<file path="src/rtl/mem_lsu_if.sv">
// Data-RAM request/ack bus between the load/store unit (master) and the memory (slave).
interface mem_lsu_if #(
   parameter int unsigned ADDR_W = 32
);
   logic              mem_ce_o;
   logic              mem_we_o;
   logic [ADDR_W-1:0] mem_addr_o;
   logic [3:0]        mem_sel_o;
   logic [31:0]       mem_data_o;
   logic              mem_ack_i;
   logic [31:0]       mem_data_i;

   modport master (
      output mem_ce_o, mem_we_o, mem_addr_o, mem_sel_o, mem_data_o,
      input  mem_ack_i, mem_data_i
   );

   modport slave (
      input  mem_ce_o, mem_we_o, mem_addr_o, mem_sel_o, mem_data_o,
      output mem_ack_i, mem_data_i
   );
endinterface

</file>
<file path="src/rtl/mem_lsu.sv">
// Multi-cycle big-endian load/store unit with a variable-latency RAM bus and a one-cycle IO window.
// Optional bus-wait timeout enabled by defining MEM_LSU_TIMEOUT_EN.
module mem_lsu #(
   parameter int unsigned       ADDR_W  = 32,
   parameter logic [ADDR_W-1:0] IO_BASE = 32'hFFFF_0000,
   parameter logic [ADDR_W-1:0] IO_MASK = 32'hFFFF_0000,
   parameter int unsigned       TIMEOUT = 16
) (
   input  logic              clk,
   input  logic              rst,
   input  logic              req_valid,
   output logic              req_ready,
   input  logic [2:0]        op_i,
   input  logic [ADDR_W-1:0] addr_i,
   input  logic [31:0]       wdata_i,
   input  logic [4:0]        wd_i,
   input  logic              wreg_i,
   output logic              stall_req,
   output logic              wb_valid,
   output logic [4:0]        wd_o,
   output logic              wreg_o,
   output logic [31:0]       wdata_o,
   mem_lsu_if.master         bus,
   output logic              io_we,
   output logic              io_re,
   output logic [31:0]       data_out,
   input  logic [31:0]       data_in,
   output logic              misalign_o,
   output logic              bus_err_o
);
   localparam logic [2:0] OP_LB = 3'd0, OP_LBU = 3'd1, OP_LH = 3'd2, OP_LHU = 3'd3;
   localparam logic [2:0] OP_LW = 3'd4, OP_SB = 3'd5, OP_SH = 3'd6, OP_SW = 3'd7;

   if (TIMEOUT < 1) begin : g_timeout_chk
      $error("mem_lsu: TIMEOUT must be >= 1");
   end

   typedef enum logic [1:0] {S_IDLE, S_BUS, S_IO, S_DONE} state_t;

   function automatic logic is_store(input logic [2:0] op);
      return (op == OP_SB) || (op == OP_SH) || (op == OP_SW);
   endfunction

   function automatic logic misaligned(input logic [2:0] op, input logic [1:0] a);
      case (op)
         OP_LH, OP_LHU, OP_SH: return a[0];
         OP_LW, OP_SW:         return a != 2'b00;
         default:              return 1'b0;
      endcase
   endfunction

   // Big-endian lanes: byte offset 0 lives in bits 31:24.
   function automatic logic [3:0] sel_of(input logic [2:0] op, input logic [1:0] a);
      case (op)
         OP_LB, OP_LBU, OP_SB: return 4'b1000 >> a;
         OP_LH, OP_LHU, OP_SH: return a[1] ? 4'b0011 : 4'b1100;
         default:              return 4'b1111;
      endcase
   endfunction

   function automatic logic [31:0] store_data(input logic [2:0] op, input logic [31:0] w);
      case (op)
         OP_SB:   return {4{w[7:0]}};
         OP_SH:   return {2{w[15:0]}};
         default: return w;
      endcase
   endfunction

   function automatic logic [31:0] load_ext(input logic [2:0] op, input logic [1:0] a,
                                            input logic [31:0] d);
      logic [7:0]  b;
      logic [15:0] h;
      case (a)
         2'd0:    b = d[31:24];
         2'd1:    b = d[23:16];
         2'd2:    b = d[15:8];
         default: b = d[7:0];
      endcase
      h = a[1] ? d[15:0] : d[31:16];
      case (op)
         OP_LB:   return {{24{b[7]}}, b};
         OP_LBU:  return {24'd0, b};
         OP_LH:   return {{16{h[15]}}, h};
         OP_LHU:  return {16'd0, h};
         default: return d;
      endcase
   endfunction

   state_t            state, state_n;
   logic              accept, timeout_hit, mis_r, err_q, store_r;
   logic [2:0]        op_r;
   logic [ADDR_W-1:0] addr_r;
   logic [31:0]       wdata_r, rdata_r, st_data;
   logic [4:0]        wd_r;
   logic              wreg_r;

   assign accept  = (state == S_IDLE) && req_valid;
   assign store_r = is_store(op_r);
   assign st_data = store_data(op_r, wdata_r);

   always_ff @(posedge clk or negedge rst) begin
      if (!rst) begin
         state <= S_IDLE;
         mis_r <= 1'b0;
      end else begin
         state <= state_n;
         if (accept) mis_r <= misaligned(op_i, addr_i[1:0]);
      end
   end

   // Request fields and returned data carry no reset; every output using them is state-gated.
   always_ff @(posedge clk) begin
      if (accept) begin
         op_r    <= op_i;
         addr_r  <= addr_i;
         wdata_r <= wdata_i;
         wd_r    <= wd_i;
         wreg_r  <= wreg_i;
      end
      if (state == S_BUS && bus.mem_ack_i) rdata_r <= bus.mem_data_i;
      if (state == S_IO) rdata_r <= data_in;
   end

   always_comb begin
      state_n = state;
      case (state)
         S_IDLE: if (req_valid) begin
            if (misaligned(op_i, addr_i[1:0]))      state_n = S_DONE;
            else if ((addr_i & IO_MASK) == IO_BASE) state_n = S_IO;
            else                                    state_n = S_BUS;
         end
         S_BUS:   if (bus.mem_ack_i || timeout_hit) state_n = S_DONE;
         S_IO:    state_n = S_DONE;
         default: state_n = S_IDLE;
      endcase
   end

`ifdef MEM_LSU_TIMEOUT_EN
   localparam int unsigned CNT_W = $clog2(TIMEOUT + 1);
   logic [CNT_W-1:0] cnt;

   assign timeout_hit = (state == S_BUS) && !bus.mem_ack_i && (cnt == CNT_W'(TIMEOUT - 1));

   always_ff @(posedge clk or negedge rst) begin
      if (!rst) begin
         cnt   <= '0;
         err_q <= 1'b0;
      end else begin
         if (state != S_BUS)     cnt <= '0;
         else if (!bus.mem_ack_i) cnt <= cnt + CNT_W'(1);
         if (accept)           err_q <= 1'b0;
         else if (timeout_hit) err_q <= 1'b1;
      end
   end
`else
   assign timeout_hit = 1'b0;
   assign err_q       = 1'b0;
`endif

   assign req_ready      = (state == S_IDLE);
   assign stall_req      = accept || (state == S_BUS) || (state == S_IO);
   assign bus.mem_ce_o   = (state == S_BUS);
   assign bus.mem_we_o   = (state == S_BUS) && store_r;
   assign bus.mem_addr_o = (state == S_BUS) ? {addr_r[ADDR_W-1:2], 2'b00} : '0;
   assign bus.mem_sel_o  = (state == S_BUS) ? sel_of(op_r, addr_r[1:0]) : 4'b0000;
   assign bus.mem_data_o = (state == S_BUS) ? st_data : 32'd0;
   assign io_re          = (state == S_IO) && !store_r;
   assign io_we          = (state == S_IO) && store_r;
   assign data_out       = io_we ? st_data : 32'd0;
   assign wb_valid       = (state == S_DONE);
   assign wd_o           = wb_valid ? wd_r : 5'd0;
   assign wreg_o         = wb_valid && wreg_r && !store_r && !mis_r && !err_q;
   assign wdata_o        = (wb_valid && !store_r && !mis_r && !err_q) ?
                           load_ext(op_r, addr_r[1:0], rdata_r) : 32'd0;
   assign misalign_o     = wb_valid && mis_r;
   assign bus_err_o      = wb_valid && err_q;
endmodule
</file>
<file path="src/flat_wrapper.sv">
// flat-port wrapper written by rule: the top's interface ports become plain ports
module mem_lsu_flat 
#(
   parameter int unsigned       ADDR_W  = 32,
   parameter logic [ADDR_W-1:0] IO_BASE = 32'hFFFF_0000,
   parameter logic [ADDR_W-1:0] IO_MASK = 32'hFFFF_0000,
   parameter int unsigned       TIMEOUT = 16
)
  (clk, rst, req_valid, req_ready, op_i, addr_i, wdata_i, wd_i, wreg_i, stall_req, wb_valid, wd_o, wreg_o, wdata_o, io_we, io_re, data_out, data_in, misalign_o, bus_err_o, bus_mem_ce_o, bus_mem_we_o, bus_mem_addr_o, bus_mem_sel_o, bus_mem_data_o, bus_mem_ack_i, bus_mem_data_i);
  mem_lsu_if #(.ADDR_W(ADDR_W)) bus_i ();
  input  logic clk;
  input  logic rst;
  input  logic req_valid;
  output logic req_ready;
  input  logic [2:0] op_i;
  input  logic [ADDR_W-1:0] addr_i;
  input  logic [31:0] wdata_i;
  input  logic [4:0] wd_i;
  input  logic wreg_i;
  output logic stall_req;
  output logic wb_valid;
  output logic [4:0] wd_o;
  output logic wreg_o;
  output logic [31:0] wdata_o;
  output logic io_we;
  output logic io_re;
  output logic [31:0] data_out;
  input  logic [31:0] data_in;
  output logic misalign_o;
  output logic bus_err_o;
  output wire logic [$bits(bus_i.mem_ce_o)-1:0] bus_mem_ce_o;
  output wire logic [$bits(bus_i.mem_we_o)-1:0] bus_mem_we_o;
  output wire logic [$bits(bus_i.mem_addr_o)-1:0] bus_mem_addr_o;
  output wire logic [$bits(bus_i.mem_sel_o)-1:0] bus_mem_sel_o;
  output wire logic [$bits(bus_i.mem_data_o)-1:0] bus_mem_data_o;
  input wire logic [$bits(bus_i.mem_ack_i)-1:0] bus_mem_ack_i;
  input wire logic [$bits(bus_i.mem_data_i)-1:0] bus_mem_data_i;
  assign bus_mem_ce_o = bus_i.mem_ce_o;
  assign bus_mem_we_o = bus_i.mem_we_o;
  assign bus_mem_addr_o = bus_i.mem_addr_o;
  assign bus_mem_sel_o = bus_i.mem_sel_o;
  assign bus_mem_data_o = bus_i.mem_data_o;
  assign bus_i.mem_ack_i = bus_mem_ack_i;
  assign bus_i.mem_data_i = bus_mem_data_i;
  mem_lsu #(.ADDR_W(ADDR_W), .IO_BASE(IO_BASE), .IO_MASK(IO_MASK), .TIMEOUT(TIMEOUT)) u_core (.clk(clk), .rst(rst), .req_valid(req_valid), .req_ready(req_ready), .op_i(op_i), .addr_i(addr_i), .wdata_i(wdata_i), .wd_i(wd_i), .wreg_i(wreg_i), .stall_req(stall_req), .wb_valid(wb_valid), .wd_o(wd_o), .wreg_o(wreg_o), .wdata_o(wdata_o), .bus(bus_i), .io_we(io_we), .io_re(io_re), .data_out(data_out), .data_in(data_in), .misalign_o(misalign_o), .bus_err_o(bus_err_o));
endmodule
</file>
<file path="config.mk">
export PLATFORM = sky130hd
export DESIGN_NAME = mem_lsu_flat
export DESIGN_NICKNAME = d
export VERILOG_FILES = /design/src/rtl/mem_lsu_if.sv /design/src/rtl/mem_lsu.sv /design/src/flat_wrapper.sv
export SDC_FILE = /design/constraint.sdc
export NUM_CORES = 1
export LEC_CHECK = 0
export ABC_AREA = 0
export ABC_CLOCK_PERIOD_IN_PS = 5700
export BUFFER_PORTS_ARGS = -buffer_cell sky130_fd_sc_hd__buf_2
export CORE_ASPECT_RATIO = 0.75
export CORE_MARGIN = 8
export CORE_UTILIZATION = 47
export DETAILED_ROUTE_END_ITERATION = 7
export PLACE_DENSITY = 0.93
export SETUP_SLACK_MARGIN = 0.5
export SYNTH_ARGS = -nofsm -noshare
export SYNTH_HDL_FRONTEND = slang
export SYNTH_SLANG_ARGS = --single-unit
</file>
<file path="constraint.sdc">
create_clock -name clk -period 5.7 [get_ports clk]
set_clock_uncertainty 0.2 [all_clocks]
set_input_delay 0.285 -clock clk [delete_from_list [all_inputs] [get_ports clk]]
set_output_delay 0.285 -clock clk [all_outputs]
set_load 0.02 [all_outputs]
</file>
### Yosys cells after proc, flatten, opt, wreduce, memory -nomap -nowiden

Index checks and enable logic that the tools add are counted.

| storage, ports and cells | value |
|---|---|
| output and inout port bits | 147 |
| flip-flop bits (word level) | 108 |
| logic and storage cells | 77 |
| bits of input ports | 141 |

| operators by class | value |
|---|---|
| equal/unequal tests | 19 |
| multiplexer cells | 22 |
| shifts and indexed selects | 1 |
| reduce and logical (&&, ||, !) cells | 27 |

Operator list:

| kind | number |
|---|---|
| $mux W32 | 6 |
| $pmux W32 S4 | 1 |
| $pmux W32 S2 | 1 |
| $pmux W8 S3 | 1 |
| $eq A3 B3 Y1 const B | 6 |
| $eq A16 B16 Y1 const B | 1 |
| $mux W16 | 1 |
| $eq A3 B2 Y1 const B | 4 |
| $logic_and A1 B1 Y1 | 11 |
| $reduce_or A3 Y1 | 3 |
| $mux W2 | 4 |
| $mux W4 | 2 |
| $pmux W4 S2 | 1 |
| $eq A2 B2 Y1 const B | 3 |
| $pmux W2 S3 | 1 |
| $mux W5 | 1 |
| $eq A2 B1 Y1 const B | 2 |
| $logic_not A2 Y1 | 2 |
| $logic_or A1 B1 Y1 | 4 |
| $reduce_bool A2 Y1 | 2 |
| $shr A4 B2 Y4 const A | 1 |
| $eq A3 B1 Y1 const B | 1 |
| $logic_not A3 Y1 | 1 |
| $logic_not A1 Y1 | 2 |
| 6 further kinds | 7 |

### Logic depth before layout (Yosys ltp)

Gate-level depths: netlist of run 1.

| logic depth | value |
|---|---|
| depth after elaboration | 8 |
| mapped depth | 9 |
| gate-level depth less buffers | 6 |

### Least setup slack after synthesis of run 1

Ideal clock, no wire load.

| path | value |
|---|---|
| path kind | register to output |
| from | register u_core.state[0] |
| to | output stall_req |
| data arrival time | 4490 ps |
| cell stages (with the launch flop) | 6 |
| path slack | 725 ps |
| buffers on the path | 0 |
| required time | 5215 ps |
| path through | dfrtp_1 inv_1 ha_1 inv_1 nor2_1 or3_1 |

| between the ends | value |
|---|---|
| word-level cells in the longest chain between the ends | 4 |
| elaborated cells on any way between the ends | 6 |
| classes of those cells | eq/ne: 2; reduce/logical: 4 |

RTL lines:

| item | RTL line | text |
|---|---|---|
| from (decl) | mem_lsu.sv:89 | `state_t state, state_n;` |
| from (signal assigned) | mem_lsu.sv:106 | `state <= state_n;` |
| $logic_not A2 Y1 | -- |  |
| named net req_ready | flat_wrapper.sv:14 | `output logic req_ready;` |
| $logic_and A1 B1 Y1 | mem_lsu.sv:97 | `assign accept = (state == S_IDLE) && req_valid;` |
| named net u_core.accept | mem_lsu.sv:90 | `logic accept, timeout_hit, mis_r, err_q, store_r;` |
| $logic_or A1 B1 Y1 (2 in series) | mem_lsu.sv:161 | `assign stall_req = accept \|\| (state == S_BUS) \|\| (state == S_IO);` |
| to (decl) | flat_wrapper.sv:20 | `output logic stall_req;` |

The timed path passes the listed nets, and every way through them passes these cells.

### Worst setup path in the final report of run 1

| path | value |
|---|---|
| from | register u_core.state[0] |
| to | output data_out[31] |

| between the ends | value |
|---|---|
| word-level cells in the longest chain between the ends | 3 |

RTL lines:

| item | RTL line | text |
|---|---|---|
| $eq A2 B2 Y1 | mem_lsu.sv:168 | `assign io_we = (state == S_IO) && store_r;` |
| $logic_and A1 B1 Y1 | mem_lsu.sv:168 |  |
| $mux W32 | mem_lsu.sv:169 | `assign data_out = io_we ? st_data : 32'd0;` |
| to (decl) | flat_wrapper.sv:27 | `output logic [31:0] data_out;` |

Every way passes these cells.

==> impl_metrics.yaml, run 1 <==
timing:
  tightest_slew_ns: 1.14
  drv_slew: 0
  setup_viol_count_final: 0
  max-slew-margin-rel_pct: 23.6
  max_freq_mhz: 286
  fin_crit_sh_pct: 61.3
  min_period_ns: 3.49
  hold_viol: 0
  fin_setup_tns_ns: 0
  rsz0062_at_grt: "false"
  setup_ws_ns: 2.21
floorplanning:
  row_count: 35
  ios: 288
  dieArea_um2: 16400
  core_um2: 12300
  initial_utilization_pct: 48.1
  die_y_um: 113
  fp.dieW_um: 145
layout:
  post_route_cells_drive_above_1_share_pct: 42.6
  diodes: 0
  utilization_pct: 68.6
  final_nets: 987
  syn2layout_area_growth_pct: 42.8
  instances_no_fill: 1013
  n_fill_cell: 878
yosys:
  async_reset_ff_share_pct: 2.78
  syn_inst: 505
  synth_edf_count: 105
  yosys_most_used_dff: "edfxtp_1"
  yosysSeqAreaShare_pct: 54.8
  synth.top_cell.area_share_pct: 53.5
  syn_avg_cell_area_um2: 11.7
  synth_commonest_cells: "105 x edfxtp_1, 69 x and2_1, 47 x mux2_2"
  yosys_warnings: 0
  yosysUniqueCellTypes: 48
  yosys.area.top_type: "edfxtp_1"
  synth_most_common_cell: "edfxtp_1"
  synth_area_um2: 5900
  synth.area.top_cells: "edfxtp_1 53%, mux2_2 9.0%, and2_1 7.3%, a21oi_1 3.0%, mux2i_1 2.7%"
  ys_seq_elements: 108
worst_setup_path:
  rr_worst_depth: 5
  rr_startpoint: "u_core.state[0]$_DFFE_PN0P_"
  worstPathRequired_ns: 5.22
  crit_path_end_kind: "primary output"
  cp.arrival_ns: 3.01
  reg2reg_slack_ns: 2.82
  path_cells: "inv_1 -> ha_2 -> nand2_1 -> or2_1 -> clkinv_2 -> and2_1 -> buf_2"
  cp_max_fo: 36
  crit_family: "simple AND/OR/NAND/NOR gates"
  cpPeakStageDelay_ns: 0.76
  critPathBufInv: 3
  cp-startpoint: "u_core.state[0]$_DFFE_PN0P_"
  path_depth: 7
  crit_type: "flip-flop to primary output"
  critical_path.slowest_cell: "ha_2"
  startpoint_type: "flip-flop"
pwr:
  p_clk_share_pct: 17.3
  power_mw: 3.61
  power_frac_seq_pct: 37.6
  pwr-share-comb_pct: 45.1
  swShare_pct: 41.9
  vdd_drop_max_mv: 0.358
  p_int_mw: 2.10
  power_per_cell_area_nw_per_um2: 429
  leakage_nw: 3.82
  switchingPower_mw: 1.51
clocking:
  clock_latency_ns: 0.34
  clock-sinks: 108
  clock_path_buffers: 2
  cts_tree: "yes"
  cts_buffers: 9
  clk_pin_slew_ns: 0.08
  cts-root-buf: "clkbuf_16"
  ctsResizeCount: 0
  hold_buffers: 74
  post_cts_buffers: 0
  htreeDepth: 3
global_route:
  gr-usage-met2_pct: 40.4
  grt_use_met3_pct: 9.93
  grt.busiest_layer: "met2"
  globalRouteOverflowTotal: 0
  grt_max_degree: 53
  grt.total_usage_pct: 24.2
  grt_pass1_wl_mm: 31.5
  antenna_found_initial: 0
  grt_pass1_vias: 5630
  gr-usage-met1_pct: 28.2
routing:
  via_per_inst: 5.37
  wire_per_inst_um: 20.7
  dr.pass1.iters: 7
  drt_iter0_markers: 377
  antenna_left: 0
  vias: 5436
  drc: 0
  wirelength_mm: 20.9
placement:
  post-place-ws_ns: 2.56
  dp_hpwl_mm: 14.9
  gp_congestion: 0.913
  dp.cells: 923
  numPortBuffers: 284
hold_path:
  min_from: "bus_mem_data_i[29]"
  min_path_type: "input pin to flip-flop"
  hold_depth: 2
run:
  cap_violations: 0
outcome:
  status: "finished, final reports clean"
-- cell families after synthesis --
logic type / synth area share [%]
and+or+nand+nor: 14.8
adders and majority gates: 0.849
AOI/OAI and AO/OA: 12.6
xor gates and xnor gates: 0.297
other: 0.0636
buffers and inverters: 4.50
muxes: 12.1
DFF: 54.8
-- per-stage QoR --
step	hold WS (ns)	instance area, um^2
after global placement	-0.112	7380
after detailed placement	-0.112	7380
after global routing	0.0289	8420
after CTS	0.0310	8420
final	0.0371	8420
after floorplan	-0.211	5900
-- power by group through the flow --
| stage | clock [mW] | sequential, mW | combinational, mW |
|---|---|---|---|
| floorplan | 0 | 1.28 | 1.13 |
| global placement | 0 | 1.35 | 1.54 |
| detailed placement | 0 | 1.36 | 1.58 |
| CTS | 0.636 | 1.34 | 1.62 |
| global route | 0.663 | 1.37 | 1.75 |
| finish | 0.625 | 1.36 | 1.63 |
-- sequential cells by signal, summed over array words and instances, names as in the netlist --
name / count
u_core.mis_r: 1
u_core.addr_r: 32
u_core.wd_r: 5
u_core.rdata_r: 32
u_core.wdata_r: 32
u_core.op_r: 3
u_core.wreg_r: 1
u_core.state: 2
-- layout make-up --
class | instances | area [um^2] | area share, %
Sequential cell | 108 | 3230 | 38.4
Inverter | 16 | 61.3 | 0.728
Tap cell | 166 | 208 | 2.47
Clock buffer | 9 | 225 | 2.68
Clock inverter | 7 | 75.1 | 0.892
Multi-Input combinational cell | 344 | 2420 | 28.7
Timing Repair Buffer | 363 | 2200 | 26.1
-- routing by layer --
layer	wire [um]	vias to the layer above	part of all wire [%]
li1	-	2519	-
met1	7980	2562	38
met2	10100	319	48
met3	2400	36	11
met4	462	0	2.2
met5	0	-	0
-- layout by cell type, fill, tap and decap left out, drive strengths merged, types with 8 or more instances in the layout --
master and instances:
clkbuf 9, nand3b 9, nor2 32, buf 289, inv 19, mux2 47, a22o 15, nand2 37
a221oi 9, and2 69, o21ai 12, dlygate4sd3 74, edfxtp 105, a21oi 36, a22oi 8, mux2i 16
-- path summary, 6_finish.rpt --
path / end
setup / recovery: data_out[31]
hold / removal: u_core.rdata_r[29]$_DFFE_PP_
setup reg to reg: u_core.wreg_r$_DFFE_PP_
hold reg to reg: u_core.mis_r$_DFFE_PN0P_
max in group asynchronous: u_core.state[0]$_DFFE_PN0P_
min in group asynchronous: u_core.state[1]$_DFFE_PN0P_
(Power assumes the default switching activity.)
==> run 2, diff against run 1 <==
Settings changed: ABC_CLOCK_PERIOD_IN_PS 5700 to 2900, CORE_UTILIZATION 47 to 42, PLACE_DENSITY 0.93 to 0.89.
Clock period 5.7 ns to 2.9 ns, I/O delays scaled along.
==> run 2 against run 1 <==
Effect of this change:
- final cell count grew 11%
- core utilization grew 1.7 points
- final area grew 14%
- via count grew 11%
- critical endpoint is now wdata_o[8]
- largest power group unchanged
==> impl_metrics.yaml, run 2 (synthesized netlist as in run 1, its figures left out) <==
outcome:
  status: "finished, final reports clean"
timing:
  setup_viol_count_final: 0
  min_period_ns: 2.41
  whs_ns: 0.0688
  tightest_slew_ns: 0.490
  max-slew-margin-rel_pct: 67.0
  fin_crit_sh_pct: 83.1
  drv_slew: 0
  max_freq_mhz: 415
  fin_setup_tns_ns: 0
  rsz0062_at_grt: "true"
  hold_viol: 0
global_route:
  grt.total_usage_pct: 25.4
  antenna_found_initial: 5
  grt_pass1_wl_mm: 36.1
  grt_max_degree: 53
  globalRouteOverflowTotal: 0
  grt_pass1_vias: 6255
layout:
  final_nets: 1083
  post_route_cells_drive_above_1_share_pct: 44.2
  layout_common_cells: "278 x buf_2, 139 x dlygate4sd3_1, 105 x edfxtp_1"
  top_regs: "u_core.addr_r: 32 flops, u_core.rdata_r: 32 flops, u_core.wdata_r: 32 flops"
  final_area_um2: 9630
  syn2layout_area_growth_pct: 63.4
  instances_no_fill: 1123
  layout_commonest_cell: "buf_2"
  utilization_pct: 70.3
routing:
  antenna_left: 0
  dr.pass1.iters: 5
  wire_per_inst_um: 21.5
  wirelength_mm: 24.1
  drc: 0
  drt_iter0_markers: 468
  via_per_inst: 5.35
  vias: 6012
worst_setup_path:
  cp_max_fo: 8
  crit_type: "flip-flop to primary output"
  startpoint_type: "flip-flop"
  path_cells: "mux4_2 -> a21oi_4 -> buf_12 -> a221oi_2 -> buf_2"
  worstPathRequired_ns: 2.56
  crit_path_end_kind: "primary output"
  cp.arrival_ns: 2.06
  cpPeakStageDelay_ns: 0.50
  critical_path.slowest_cell: "mux4_2"
clocking:
  clock-sinks: 108
  clock_path_buffers: 2
  cts-root-buf: "clkbuf_16"
  cts_buffers: 9
  cts_tree: "yes"
  clock_latency_ns: 0.35
  clk_pin_slew_ns: 0.08
  htreeDepth: 3
run:
  cap_violations: 0
pwr:
  power_per_cell_area_nw_per_um2: 800
  p_int_mw: 4.48
  vdd_drop_max_mv: 0.513
  swShare_pct: 42.0
  switchingPower_mw: 3.24
  pwr-share-comb_pct: 49.5
  leakage_nw: 4.32
  p_clk_share_pct: 16.2
  power_frac_seq_pct: 34.3
placement:
  gp_congestion: 0.875
  placed_area_um2: 7500
  dp_hpwl_mm: 15.0
  numPortBuffers: 284
  dp.cells: 943
floorplanning:
  fp.dieW_um: 153
  die_y_um: 119
  dieArea_um2: 18100
  initial_utilization_pct: 43.0
  ios: 288
  core_um2: 13700
  row_count: 37
hold_path:
  min_path_type: "input pin to flip-flop"
## run 2: power by group through the flow
stage / combinational, mW / clock (mW) / sequential, mW
floorplan: 2.25 / 0 / 2.49
global placement: 3.18 / 0 / 2.62
detailed placement: 3.23 / 0 / 2.64
CTS: 3.58 / 1.27 / 2.59
global route: 4.08 / 1.34 / 2.67
finish: 3.81 / 1.25 / 2.65
## run 2: final timing paths
check	cells past startpoint	slack, ns	from	to
setup / recovery	5	0.49	u_core.addr_r[1]$_DFFE_PP_	wdata_o[8]
hold / removal	4	0.07	bus_mem_ack_i	u_core.state[1]$_DFFE_PN0P_
min in group asynchronous	3	0.48	rst	u_core.state[0]$_DFFE_PN0P_
setup reg to reg	5	0.75	u_core.state[0]$_DFFE_PN0P_	u_core.rdata_r[1]$_DFFE_PP_
hold reg to reg	2	0.43	u_core.mis_r$_DFFE_PN0P_	u_core.mis_r$_DFFE_PN0P_
max in group asynchronous	3	1.87	rst	u_core.mis_r$_DFFE_PN0P_
## run 2: stage by stage
stage / worst slack (ns) / power (mW)
6_report: 0.492 / 7.71
3_3_place_gp: 0.601 / 5.80
3_5_place_dp: 0.477 / 5.87
4_1_cts: 0.486 / 7.44
5_1_grt: 0.416 / 8.09
2_1_floorplan: 0.391 / 4.74
## run 2: layer usage
layer	GRT usage (%)	share of wire, %
met1	29.1	38
met5	0	0
met4	11.3	4.0
met3	9.39	10
met2	42.3	48
## run 2: worst max-delay path: cells and delay by family (launching register included)
family / cells / cell delay (ns)
buffers and inverters: 2 / 0.37
AOI/OAI and AO/OA: 2 / 0.36
muxes: 1 / 0.50
DFF: 1 / 0.49
## run 2: final cells by class
cell class,count,area [um^2]
Tap cell,175,219
Sequential cell,108,3230
Clock inverter,7,88.8
Antenna cell,5,12.5
Timing Repair inverter,1,7.51
Clock buffer,9,225
Timing Repair Buffer,458,3230
Multi-Input combinational cell,344,2550
Inverter,16,71.3
Fill cell,959,4070
## run 2: repair_timing
| item | in CTS | in global routing |
|---|---|---|
| hold endpoints to repair | 109 | 0 |
| pin swaps | 1 | 1 |
| gates resized for setup | 13 | 34 |
| setup buffers | 10 | 8 |
| setup endpoints to repair | 85 | 95 |
| cloned | 1 | 1 |
| hold buffers | 139 | 0 |
==> run 3, diff against run 2 <==
Settings changed: ABC_AREA 0 to 1, ABC_CLOCK_PERIOD_IN_PS 2900 to 2400, CORE_UTILIZATION 42 to 47, PLACE_DENSITY 0.89 to 0.93.
Clock period 2.9 ns to 2.4 ns, I/O delays scaled along.
==> run 3 against run 2 <==
Effect of this change:
- the run now fails in global routing (5_1_grt)
- synthesized cell count rose by 38%
- synthesized area increased by 0.68%
==> impl_metrics.yaml, run 3 <==
yosys:
  yosys.area.top_type: "edfxtp_1"
  synth.area.top_cells: "edfxtp_1 53%, nand2_1 14%, inv_1 6.9%, nor2_1 5.0%, o211ai_1 2.9%"
  synth_most_common_cell: "nand2_1"
  yosys_warnings: 0
  async_reset_ff_share_pct: 2.78
  yosysSeqAreaShare_pct: 54.4
  syn_avg_cell_area_um2: 8.49
  syn_inst: 699
  synth.top_cell.area_share_pct: 53.1
  synth_commonest_cells: "225 x nand2_1, 109 x inv_1, 105 x edfxtp_1"
  yosysUniqueCellTypes: 38
  synth_area_um2: 5940
  ys_seq_elements: 108
  yosys_most_used_dff: "edfxtp_1"
  synth_edf_count: 105
outcome:
  failed_stage: "global routing (5_1_grt)"
  firstError: "[ERROR DPL-0038] Utilization greater than 100%, impossible to legalize"
  status: "did not finish"
floorplanning:
  fp.dieW_um: 146
  die_y_um: 113
  row_count: 35
  ios: 288
  initial_utilization_pct: 48.2
clocking:
  cts_buffers: 9
  clock-sinks: 108
  htreeDepth: 3
  clock_path_buffers: 2
  cts-root-buf: "clkbuf_16"
timing:
  worst-ep-kind: "primary output"
  crit_endpoint: "wdata_o[29]"
placement:
  placed_area_um2: 7870
  gp_congestion: 0.952
  numPortBuffers: 284
  dp_hpwl_mm: 16.1
global_route:
  grt_max_degree: 39
[run 3: changes by cell type after synthesis, sizes merged, moves of 15 or more]
cell and change:
and2 -68, o21ai +22, mux2 -47, nand2 +192, a22o -15, o211ai +16, inv +98, nor2 +59
a21oi -15, mux2i -16
[run 3: through the flow]
stage               instances  hold slack [ns]  utilization, %  worst slack [ns]
floorplan                 701           -0.376               -            0.0485
global placement         1134           -0.283            63.9             0.362
CTS                      1352            0.263            94.4             0.172
detailed placement       1134           -0.281            63.9             0.288
[run 3: logic make-up after synthesis]
| family | count (synthesis) | share of synthesized area (%) |
|---|---|---|
| DFF | 108 | 54.4 |
| and+or+nand+nor | 333 | 23.3 |
| other | 1 | 0.0632 |
| adders and majority gates | 4 | 0.843 |
| buffers and inverters | 150 | 10.7 |
| AOI/OAI and AO/OA | 103 | 10.6 |
[run 3: repair_timing]
item,4_1_cts
endpoints found under the hold margin,111
pin swaps,31
buffers inserted,45
gates cloned,16
setup endpoints to repair,170
gates resized for setup,384
hold buffers,141
==> run 4, diff against run 3 <==
Settings changed: CORE_ASPECT_RATIO 0.75 to default, CORE_UTILIZATION 47 to 35, PLACE_DENSITY 0.93 to default, PLACE_DENSITY_LB_ADDON from default to 0.15, SETUP_SLACK_MARGIN 0.5 to default.
==> run 4 against run 3 <==
Effect of this change:
- synthesized area is the same
- the flow now finishes without violations
- synthesized cell count stayed put
==> impl_metrics.yaml, run 4 <==
worst_setup_path:
  rr_startpoint: "u_core.state[0]$_DFFE_PN0P_"
  worstPathRequired_ns: 2.08
  rr_worst_depth: 7
  critical_path.slowest_cell: "edfxtp_1"
  cp_common_cell: "nand3_4"
  cp.arrival_ns: 1.98
  startpoint_type: "flip-flop"
  r2r-end: "u_core.rdata_r[7]$_DFFE_PP_"
  cp_max_fo: 16
  reg2reg_slack_ns: 0.14
  crit_type: "flip-flop to primary output"
  crit_path_end_kind: "primary output"
  path_cells: "buf_4 -> nor3_4 -> nand3_4 -> nand3_4 -> nand2_8 -> nor2_1 -> buf_2"
  cpPeakStageDelay_ns: 0.51
yosys:
  async_reset_ff_share_pct: 2.78
  ys_seq_elements: 108
  yosys_most_used_dff: "edfxtp_1"
  synth_most_common_cell: "nand2_1"
  synth_edf_count: 105
  synth_commonest_cells: "225 x nand2_1, 109 x inv_1, 105 x edfxtp_1"
  syn_avg_cell_area_um2: 8.49
  synth_area_um2: 5940
  yosys_warnings: 0
  yosys.area.top_type: "edfxtp_1"
  yosysSeqAreaShare_pct: 54.4
  syn_inst: 699
  yosysUniqueCellTypes: 38
  synth.area.top_cells: "edfxtp_1 53%, nand2_1 14%, inv_1 6.9%, nor2_1 5.0%, o211ai_1 2.9%"
  synth.top_cell.area_share_pct: 53.1
routing:
  wire_per_inst_um: 15.9
  antenna_left: 0
  dr.pass1.iters: 5
  via_per_inst: 4.59
  vias: 6247
  wirelength_mm: 21.7
  drt_iter0_markers: 393
  drc: 0
layout:
  syn2layout_area_growth_pct: 62.1
  post_route_cells_drive_above_1_share_pct: 33.1
  layout_common_cells: "281 x buf_2, 222 x nand2_1, 142 x dlygate4sd3_1"
  top_regs: "u_core.addr_r: 32 flops, u_core.rdata_r: 32 flops, u_core.wdata_r: 32 flops"
  diodes: 0
  utilization_pct: 58.0
  layout_commonest_cell: "buf_2"
  final_area_um2: 9620
  final_nets: 1282
placement:
  gp_congestion: 0.853
  numPortBuffers: 284
  dp_hpwl_mm: 15.6
  placed_area_um2: 7650
  post-place-ws_ns: 0.251
timing:
  whs_ns: 0.267
  setup_viol_count_final: 0
  min_period_ns: 2.30
  max_freq_mhz: 435
  drv_slew: 0
  fin_crit_sh_pct: 95.7
  setup_ws_ns: 0.103
  hold_viol: 0
pwr:
  power_mw: 9.45
  leakage_nw: 5.06
  vdd_drop_max_mv: 0.538
  power_per_cell_area_nw_per_um2: 982
global_route:
  globalRouteOverflowTotal: 0
  grt_pass1_wl_mm: 33.5
  antenna_found_initial: 0
  grt_max_degree: 41
  grt_pass1_vias: 6445
  grt.total_usage_pct: 19.5
floorplanning:
  core_um2: 16600
  initial_utilization_pct: 35.8
  dieArea_um2: 21400
  ios: 288
  fp.dieW_um: 146
  die_y_um: 146
  row_count: 47
clocking:
  clock_latency_ns: 0.36
  clock_path_buffers: 2
  htreeDepth: 3
  clock-sinks: 108
  clk_pin_slew_ns: 0.09
  cts_buffers: 9
  cts_tree: "yes"
  cts-root-buf: "clkbuf_16"
hold_path:
  hold_end: "u_core.addr_r[5]$_DFFE_PP_"
  min_path_type: "input pin to flip-flop"
  hold_depth: 2
  min_from: "addr_i[5]"
run:
  cap_violations: 0
outcome:
  status: "finished, final reports clean"
[run 4: cell counts after synthesis]
Identical to the previous run, type by type.
[run 4: layout make-up]
| type | instances | area [um^2] |
|---|---|---|
| Sequential cell | 108 | 3230 |
| Tap cell | 220 | 275 |
| Timing Repair Buffer | 461 | 3180 |
| Multi-Input combinational cell | 444 | 2200 |
| Clock inverter | 7 | 75.1 |
| Inverter | 113 | 432 |
| Clock buffer | 9 | 225 |
| Fill cell | 1460 | 6960 |
[run 4: worst max-delay path by stage]
stage	from	cells past startpoint	endpoint
floorplan	u_core.state[0]$_DFFE_PN0P_	4	u_core.addr_r[0]$_DFFE_PP_
global placement	u_core.op_r[0]$_DFFE_PP_	9	bus_mem_sel_o[2]
detailed placement	u_core.op_r[0]$_DFFE_PP_	9	bus_mem_sel_o[3]
CTS	u_core.op_r[1]$_DFFE_PP_	7	wdata_o[19]
global route	u_core.op_r[1]$_DFFE_PP_	8	wdata_o[10]
finish	u_core.op_r[0]$_DFFE_PP_	7	wdata_o[20]
[run 4: worst max-delay path, delay by kind of cell, from the launching register on]
family	cells	cell delay, ns
DFF	1	0.51
and+or+nand+nor	5	0.74
buffers and inverters	2	0.37
[run 4: what timing repair did]
item	4_1_cts	5_1_grt
buffers inserted	6	6
setup endpoints to repair	54	55
hold endpoints to repair	111	0
pin swaps	0	2
cloned	0	2
resized for setup	7	20
hold buffers	142	0
[run 4: cell families after synthesis]
kind of cell	after synthesis	synth area share [%]
compound gates	103	10.6
fa+ha+maj	4	0.843
buf+inv	150	10.7
simple gates	333	23.3
flops	108	54.4
other cells	1	0.0632
[run 4: where the power goes]
part	leakage, nW	internal [mW]	switching [mW]
sequential	1.02	2.80	0.309
combinational	3.89	1.77	3.06
clock	0.150	0.746	0.760
total	5.06	5.32	4.13
[run 4: metrics by stage]
stage	TNS [ns]	std cells
6_report	0	1362
5_1_grt	-0.00950	1362
4_1_cts	-0.0143	1354
3_5_place_dp	0	1190
3_3_place_gp	0	1190
2_1_floorplan	0	701
[run 4: metal layers]
metal / vias to the layer above / track usage [%] / part of all wire [%]
li1: 3094 / - / -
met1: 2828 / 21.9 / 39
met2: 288 / 34.0 / 49
met3: 37 / 6.89 / 9.0
met4: 0 / 6.08 / 2.3
met5: - / 0 / 0
